$ cat config.mk
export PLATFORM = sky130hd
export DESIGN_NAME = vend_stock_ctrl
export DESIGN_NICKNAME = d
export VERILOG_FILES = /design/src/rtl/vend_stock_ctrl.sv
export SDC_FILE = /design/constraint.sdc
export NUM_CORES = 1
export LEC_CHECK = 0
export CAP_MARGIN = 20
export CORE_UTILIZATION = 40
export DETAILED_ROUTE_END_ITERATION = 10
export GPL_TIMING_DRIVEN = 1
export SYNTH_ARGS = -nofsm -noshare
export SYNTH_HDL_FRONTEND = slang
export SYNTH_SLANG_ARGS = --single-unit
$ cat constraint.sdc
create_clock -name clk -period 2 [get_ports clk]
set_input_delay 0.4 -clock clk [delete_from_list [all_inputs] [get_ports clk]]
set_output_delay 0.4 -clock clk [all_outputs]
set_load 0.02 [all_outputs]
$ cat src/rtl/vend_stock_ctrl.sv
`default_nettype none
// ============================================================================
// Module   : vend_stock_ctrl
// Purpose  : Inventory controller for the vending machine. Accepts one
//            query / dispense / restock / clear request at a time over a
//            valid/ready handshake, performs a read-modify-write of the
//            slot's stock count in the external slot RAM and returns a
//            one-cycle response carrying the new count and a status bit.
// Ports    : clk, rst            - clock, synchronous active-high reset
//            req_valid_i/ready_o - request handshake
//            req_op_i            - 00 query, 01 dispense, 10 restock, 11 clear
//            req_slot_i          - target slot
//            req_qty_i           - restock amount
//            rsp_valid_o         - one-cycle response strobe
//            rsp_count_o         - slot count after the operation
//            rsp_ok_o            - 1 = succeeded / no saturation
//            ram_we_o, ram_re_o, ram_addr_o, ram_wdata_o, ram_rdata_i
//                                - slot RAM port (read data one cycle late)
//            low_stock_o         - only with VEND_LOW_STOCK_EN defined
// Config   : VEND_LOW_STOCK_EN   - adds low_stock_o and LOW_THRESH
// Revision : 1.0 - initial release
// ============================================================================
module vend_stock_ctrl #(
   parameter int ADDR_W = 2,
   parameter int DATA_W = 4
`ifdef VEND_LOW_STOCK_EN
   ,
   parameter int LOW_THRESH = 2
`endif
) (
   input  logic              clk,
   input  logic              rst,
   input  logic              req_valid_i,
   output logic              req_ready_o,
   input  logic [1:0]        req_op_i,
   input  logic [ADDR_W-1:0] req_slot_i,
   input  logic [DATA_W-1:0] req_qty_i,
   output logic              rsp_valid_o,
   output logic [DATA_W-1:0] rsp_count_o,
   output logic              rsp_ok_o,
   output logic              ram_we_o,
   output logic              ram_re_o,
   output logic [ADDR_W-1:0] ram_addr_o,
   output logic [DATA_W-1:0] ram_wdata_o,
   input  logic [DATA_W-1:0] ram_rdata_i
`ifdef VEND_LOW_STOCK_EN
   ,
   output logic              low_stock_o
`endif
);

   localparam logic [1:0]        c_OP_QUERY   = 2'b00;
   localparam logic [1:0]        c_OP_DISP    = 2'b01;
   localparam logic [1:0]        c_OP_RESTOCK = 2'b10;
   localparam logic [1:0]        c_OP_CLEAR   = 2'b11;
   localparam logic [DATA_W-1:0] c_MAX        = {DATA_W{1'b1}};
   localparam logic [DATA_W-1:0] c_ONE        = DATA_W'(1);

   typedef enum logic [2:0] {
      S_IDLE = 3'd0,
      S_RD   = 3'd1,
      S_CAP  = 3'd2,
      S_WR   = 3'd3,
      S_RSP  = 3'd4
   } state_t;

   state_t            state_q, state_d;
   logic [1:0]        op_q, op_d;
   logic [DATA_W-1:0] qty_q, qty_d;
   logic [DATA_W-1:0] res_count_q, res_count_d;  // result waiting out the WR cycle
   logic              res_ok_q, res_ok_d;
   logic              rsp_valid_q, rsp_valid_d;
   logic [DATA_W-1:0] rsp_count_q, rsp_count_d;
   logic              rsp_ok_q, rsp_ok_d;
   logic              ram_we_q, ram_we_d;
   logic              ram_re_q, ram_re_d;
   logic [ADDR_W-1:0] ram_addr_q, ram_addr_d;
   logic [DATA_W-1:0] ram_wdata_q, ram_wdata_d;
`ifdef VEND_LOW_STOCK_EN
   localparam logic [DATA_W-1:0] c_LOW_THRESH = DATA_W'(LOW_THRESH);
   logic              low_stock_q, low_stock_d;
`endif

   // One extra bit so restock overflow is visible as the carry.
   logic [DATA_W:0]   w_sum;
   assign w_sum = {1'b0, ram_rdata_i} + {1'b0, qty_q};

   always_comb begin
      state_d     = state_q;
      op_d        = op_q;
      qty_d       = qty_q;
      res_count_d = res_count_q;
      res_ok_d    = res_ok_q;
      rsp_valid_d = 1'b0;
      rsp_count_d = rsp_count_q;
      rsp_ok_d    = rsp_ok_q;
      ram_we_d    = 1'b0;
      ram_re_d    = 1'b0;
      ram_addr_d  = ram_addr_q;
      ram_wdata_d = ram_wdata_q;

      case (state_q)
         S_IDLE: begin
            if (req_valid_i) begin
               op_d       = req_op_i;
               qty_d      = req_qty_i;
               ram_addr_d = req_slot_i;
               if (req_op_i == c_OP_CLEAR) begin
                  // Clear needs no read: go straight to the write.
                  state_d     = S_WR;
                  ram_we_d    = 1'b1;
                  ram_wdata_d = '0;
                  res_count_d = '0;
                  res_ok_d    = 1'b1;
               end else begin
                  state_d  = S_RD;
                  ram_re_d = 1'b1;
               end
            end
         end
         S_RD: begin
            state_d = S_CAP;
         end
         S_CAP: begin
            case (op_q)
               c_OP_QUERY: begin
                  state_d     = S_RSP;
                  rsp_valid_d = 1'b1;
                  rsp_count_d = ram_rdata_i;
                  rsp_ok_d    = 1'b1;
               end
               c_OP_DISP: begin
                  if (ram_rdata_i == '0) begin
                     // Empty slot: skip the write and fail.
                     state_d     = S_RSP;
                     rsp_valid_d = 1'b1;
                     rsp_count_d = '0;
                     rsp_ok_d    = 1'b0;
                  end else begin
                     state_d     = S_WR;
                     ram_we_d    = 1'b1;
                     ram_wdata_d = ram_rdata_i - c_ONE;
                     res_count_d = ram_rdata_i - c_ONE;
                     res_ok_d    = 1'b1;
                  end
               end
               c_OP_RESTOCK: begin
                  state_d  = S_WR;
                  ram_we_d = 1'b1;
                  if (w_sum[DATA_W]) begin
                     ram_wdata_d = c_MAX;
                     res_count_d = c_MAX;
                     res_ok_d    = 1'b0;
                  end else begin
                     ram_wdata_d = w_sum[DATA_W-1:0];
                     res_count_d = w_sum[DATA_W-1:0];
                     res_ok_d    = 1'b1;
                  end
               end
               default: begin
                  state_d = S_IDLE;
               end
            endcase
         end
         S_WR: begin
            state_d     = S_RSP;
            rsp_valid_d = 1'b1;
            rsp_count_d = res_count_q;
            rsp_ok_d    = res_ok_q;
         end
         S_RSP: begin
            state_d = S_IDLE;
         end
         default: begin
            state_d = S_IDLE;
         end
      endcase
   end

`ifdef VEND_LOW_STOCK_EN
   always_comb begin
      low_stock_d = low_stock_q;
      if (rsp_valid_d) begin
         low_stock_d = (rsp_count_d <= c_LOW_THRESH);
      end
   end
`endif

   always_ff @(posedge clk) begin
      if (rst) begin
         state_q     <= S_IDLE;
         op_q        <= '0;
         qty_q       <= '0;
         res_count_q <= '0;
         res_ok_q    <= 1'b0;
         rsp_valid_q <= 1'b0;
         rsp_count_q <= '0;
         rsp_ok_q    <= 1'b0;
         ram_we_q    <= 1'b0;
         ram_re_q    <= 1'b0;
         ram_addr_q  <= '0;
         ram_wdata_q <= '0;
`ifdef VEND_LOW_STOCK_EN
         low_stock_q <= 1'b0;
`endif
      end else begin
         state_q     <= state_d;
         op_q        <= op_d;
         qty_q       <= qty_d;
         res_count_q <= res_count_d;
         res_ok_q    <= res_ok_d;
         rsp_valid_q <= rsp_valid_d;
         rsp_count_q <= rsp_count_d;
         rsp_ok_q    <= rsp_ok_d;
         ram_we_q    <= ram_we_d;
         ram_re_q    <= ram_re_d;
         ram_addr_q  <= ram_addr_d;
         ram_wdata_q <= ram_wdata_d;
`ifdef VEND_LOW_STOCK_EN
         low_stock_q <= low_stock_d;
`endif
      end
   end

   assign req_ready_o = (state_q == S_IDLE) && !rst;
   assign rsp_valid_o = rsp_valid_q;
   assign rsp_count_o = rsp_count_q;
   assign rsp_ok_o    = rsp_ok_q;
   // The strobes are masked by rst so a reset landing in the WR (or RD)
   // cycle keeps the RAM from sampling a write that is being abandoned.
   assign ram_we_o    = ram_we_q && !rst;
   assign ram_re_o    = ram_re_q && !rst;
   assign ram_addr_o  = ram_addr_q;
   assign ram_wdata_o = ram_wdata_q;
`ifdef VEND_LOW_STOCK_EN
   assign low_stock_o = low_stock_q;
`endif

endmodule
`default_nettype wire

# ---- Word-level counts from Yosys, hierarchy flattened
# Index checks and enable logic that the tools add are counted.
dict set report classes {
  addsub 2
  n_eq_ne 12
  n_mux 32
  n_bitwise 2
  reduce_logical 13
}
# operator n
set op_table {}
lappend op_table {{4-bit case mux with 2 select lines} 4}
lappend op_table {{4-bit two-way mux} 5}
lappend op_table {{1-bit case mux with 2 select lines} 8}
lappend op_table {{3-bit case mux with 4 select lines} 1}
lappend op_table {{1-bit two-way mux} 10}
lappend op_table {{3-bit case mux with 3 select lines} 1}
lappend op_table {{3-bit by 2-bit == test with 1-bit output (second input constant)} 2}
lappend op_table {{3-bit two-way mux} 2}
lappend op_table {{3-bit inequality test (second input constant)} 2}
lappend op_table {{4-bit by 4-bit adder with 5-bit output} 1}
lappend op_table {{5-bit AND reduction} 1}
lappend op_table {{2-bit == test (second input constant)} 2}
lappend op_table {{4-bit logical NOT} 1}
lappend op_table {{2-bit inequality test (second input constant)} 2}
lappend op_table {{2-bit nonzero test} 2}
lappend op_table {{4-bit by 1-bit subtractor with 4-bit output (second input constant)} 1}
lappend op_table {{3-bit by 1-bit == test with 1-bit output (second input constant)} 1}
lappend op_table {{1-bit logical AND} 3}
lappend op_table {{3-bit logical NOT} 1}
lappend op_table {{3-bit by 1-bit inequality test with 1-bit output (second input constant)} 1}
lappend op_table {{3-bit by 2-bit inequality test with 1-bit output (second input constant)} 1}
lappend op_table {{3-bit AND reduction} 1}
lappend op_table {{3-bit OR reduction} 1}
lappend op_table {{2-bit by 1-bit == test with 1-bit output (second input constant)} 1}
lappend op_table {{5 further kinds} 6}
dict set report word_totals {
  register_bits 24
  elab_cells 72
}

# ---- Longest topological paths before layout
dict set report depth {
  depth_word 4
  ltp_mapped 7
}

# ---- Least setup slack after synthesis
# OpenSTA, ideal clock, no wires.
dict set report synth_path {
  kind {input-to-reg}
  start {in ram_rdata_i[1]}
  end {reg rsp_count_q[0], in the netlist rsp_count_o[0]}
  arrival_ns 1.612
  t_required_ns 1.879
  path_slack_ns 0.266
  cell_stages 6
  cell_sequence {inv_1 ha_1 or3b_4 a21oi_2 o21bai_4 mux2_4}
}
dict set report synth_via {
  elab_chain_cells 3
}
# element line
set synth_lines {}
lappend synth_lines {{from (decl)} 45} ;# input logic [DATA_W-1:0] ram_rdata_i
lappend synth_lines {{4-bit logical NOT} 133} ;# if (ram_rdata_i == '0) begin
lappend synth_lines {{3-bit inequality test (no source line)} -}
lappend synth_lines {{3-bit AND reduction (no source line)} -}
lappend synth_lines {{to (signal assigned)} 213} ;# rsp_count_q <= rsp_count_d;
lappend synth_lines {{to (decl)} 73} ;# logic [DATA_W-1:0] rsp_count_q, rsp_count_d;
# Every way passes these cells.
# A chain may end at the register's enable or synchronous reset.

# ---- Worst setup path in the final report
dict set report layout_path {
  start {in ram_rdata_i[1]}
  end {reg rsp_count_q[2], in the netlist rsp_count_o[2]}
}
# The elaborated chain is that of the path after synthesis.

==> summary.md <==
| Metric | Value |
|---|---|
| Run status | `finished, final reports clean` |
| Max FO, Critical Path | `5` |
| Total Nets Final | `232` |
| Largest net degree at the start of global routing | `16` |
| Max-slew violations | `0` |
| Sequential fraction of the synthesis area | `0.330` |
| Detailed Route WL | `3120 µm` |
| Synthesis-to-finish area growth | `30.6%` |
| Synth Area per Inst | `8.83 µm²` |
| Number of global-route vias before repair | `1228` |
| Crit start category | `input port` |
| Worst Setup End Kind | `flop` |
| Via-to-Cell Ratio | `5.06` |
| Post-DRT Antenna Nets | `0` |
| Die area | `3890 µm²` |
| Fmax | `518 MHz` |
| Relative slew margins | `0.776` |
| Worst Reg2Reg Path Length in Cells | `7` |
| Ant diodes | `0` |
| Worst-Margin Slew | `0.335 ns` |
| Filler cell count | `328` |
| Drt first-iter violations | `25` |
| Reg area | `480 µm²` |
| Synth unique cells | `43` |
| Synth top area cells | `dfxtp_1 (33%), ha_1 (8.6%), nor2b_1 (5.6%)` |
| Data required time of the critical path | `2.23 ns` |
| VDD IR-drop max | `0.000255 V` |
| Syn Nets | `191` |
| Share of the synthesized area in the top cell type | `0.330` |
| Cell row count | `21` |
| Final worst path period need | `1.93 ns` |
| FFs w/ async S/R, synth | `0` |
| I/O pin cnt | `30` |
| TritonRoute pass-1 iters | `4` |
| Worst Setup Path Type | `in2reg` |
| Largest area contributor in the netlist | `dfxtp_1` |
| RSZ-0062 raised after global routing | `false` |
| Non-Filler Instances | `251` |
| #FFs+latches synth | `24` |
| Remaining global-route overflow | `0` |
| Final Cell Area | `1900 µm²` |
| Share of the clock period used by the worst path | `0.966` |
| P_leak | `0.827 nW` |
| Worst setup margin | `0.0686 ns` |
| Synthesized area | `1460 µm²` |
| Final Setup Violations | `0` |
| Synth Flop Type | `dfxtp_1` |
| Vias | `1269` |
| H-tree Lvls | `1` |
| Endpoints failing hold | `0` |
| Layout cells sized above 1 | `0.151` |
| CTS Sinks | `24` |
| Reg clk slew, reported paths | `0.15 ns` |
| Root Buffer | `clkbuf_4` |
| Placement Cell Area | `1870 µm²` |
| Total core area | `3420 µm²` |
| Gate Count Post-Synth | `165` |
| Initial antenna violation count | `0` |
| GR Util All Layers | `0.175` |
| Final Power | `1.11 mW` |
| Dpl cells | `247` |
| Count of flip-flops with a built-in enable after synthesis | `0` |
| DP Wirelength | `2470 µm` |
| Setup WS pre-CTS | `-0.371 ns` |
| Multi-input logic area | `890 µm²` |
| WL/cell | `12.4 µm` |
| Initial Util | `0.427` |
| Gpl congestion | `0.810` |
| TritonCTS clock tree | `built` |
| Min-Delay Path Class | `reg2reg` |
| Max cap viols | `0` |
| CTS Buffer Depth | `2` |
| Yosys warning count | `0` |
| Clock skew | `0.0143 ns` |
| First-pass GRT wire length | `5490 µm` |
| Worst EP arrival | `2.16 ns` |
| Drc violations | `0` |
| Worst skew pair latency | `0.34 ns` |
| Most frequent cells in the layout | `clkdlybuf4s50_1 (26), dfxtp_1 (24), nand2_1 (17)` |
| Die H | `62.4 µm` |
| PortBufs | `29` |
| Hold path depth | `2` |
| # Post-CTS Setup Buffers | `0` |
| Pwr dens | `582 nW/µm²` |
| Die Wd | `62.4 µm` |
| Commonest non-fill, non-tap cell in the layout | `clkdlybuf4s50_1` |
| Num CTS Buffers | `3` |
| Setup TNS | `0 ns` |
## worst paths after layout
kind | startpoint | endpoint | slack [ns]
max | ram_rdata_i[1] | rsp_count_o[2] | 0.07
min | qty_q[3] | qty_q[3] | 0.47
min reg2reg | qty_q[3] | qty_q[3] | 0.47
max reg2reg | op_q[1] | res_ok_q | 0.30
## critical path: stages
cell and delay [ns]:
clkdlybuf4s50_1 0.42, inv_1 0.15, ha_1 0.18, or3b_4 0.38, a21oi_2 0.20, o21bai_4 0.12, mux2_4 0.31
## layer usage
metal	vias up	track usage	share of wire	wire length [µm]
li1	654	-	-	-
met1	590	0.214	0.47	1470
met2	20	0.310	0.49	1530
met3	5	0.0257	0.025	78
met4	0	0.0610	0.015	46
met5	-	0	0	0
## timing repair
item / CTS / global route
pin swaps: 1 / 1
hold endpoints to repair: 0 / 0
hold buffers: 0 / 0
gates resized for setup: 5 / 0
setup endpoints to repair: 4 / 1
## synthesized netlist by cell type, types with 3 or more instances
library cell and n:
nand2b_1 5, dfxtp_1 24, a211oi_1 4, a21o_1 3, a21oi_1 16, a31oi_1 3
nor2b_1 13, buf_2 3, nand2_1 17, inv_1 11, xor2_1 3, nor2_1 8
mux2_4 4, mux2i_1 5, ha_1 10, nor3_1 3
## sequential cells by signal, summed over array words and instances (netlist names)
register / flops
qty_q: 4
ram_wdata_o: 4
rsp_count_o: 4
state_q: 3
op_q: 2
ram_addr_o: 2
ram_re_q: 1
ram_we_q: 1
res_ok_q: 1
rsp_ok_o: 1
rsp_valid_o: 1
## stage by stage
stage	utilization	hold WS [ns]
2_1_floorplan	-	0.440
3_3_place_gp	0.547	0.445
3_5_place_dp	0.547	0.456
4_1_cts	0.558	0.475
5_1_grt	0.558	0.497
6_report	0.558	0.474
## cells by family after synthesis
logic type / synth area share
AND/OR/NAND/NOR: 0.216
AO/OA/AOI/OAI: 0.199
flip-flops: 0.330
buffers and inverters: 0.0618
adder cells (fa/ha/maj): 0.0996
multiplexers: 0.0755
XOR/XNOR: 0.0180
## layout make-up
| type | instances | area share |
|---|---|---|
| Timing Repair Buffer | 44 | 0.210 |
| Clock buffer | 4 | 0.0191 |
| Multi-Input combinational cell | 122 | 0.467 |
| Tap cell | 46 | 0.0302 |
| Inverter | 11 | 0.0217 |
| Sequential cell | 24 | 0.252 |
## report_power, final
| part | switching [mW] | internal [mW] |
|---|---|---|
| clock | 0.162 | 0.112 |
| combinational | 0.159 | 0.154 |
| sequential | 0.0164 | 0.507 |
Note: power is estimated with default switching activity, not from simulation.
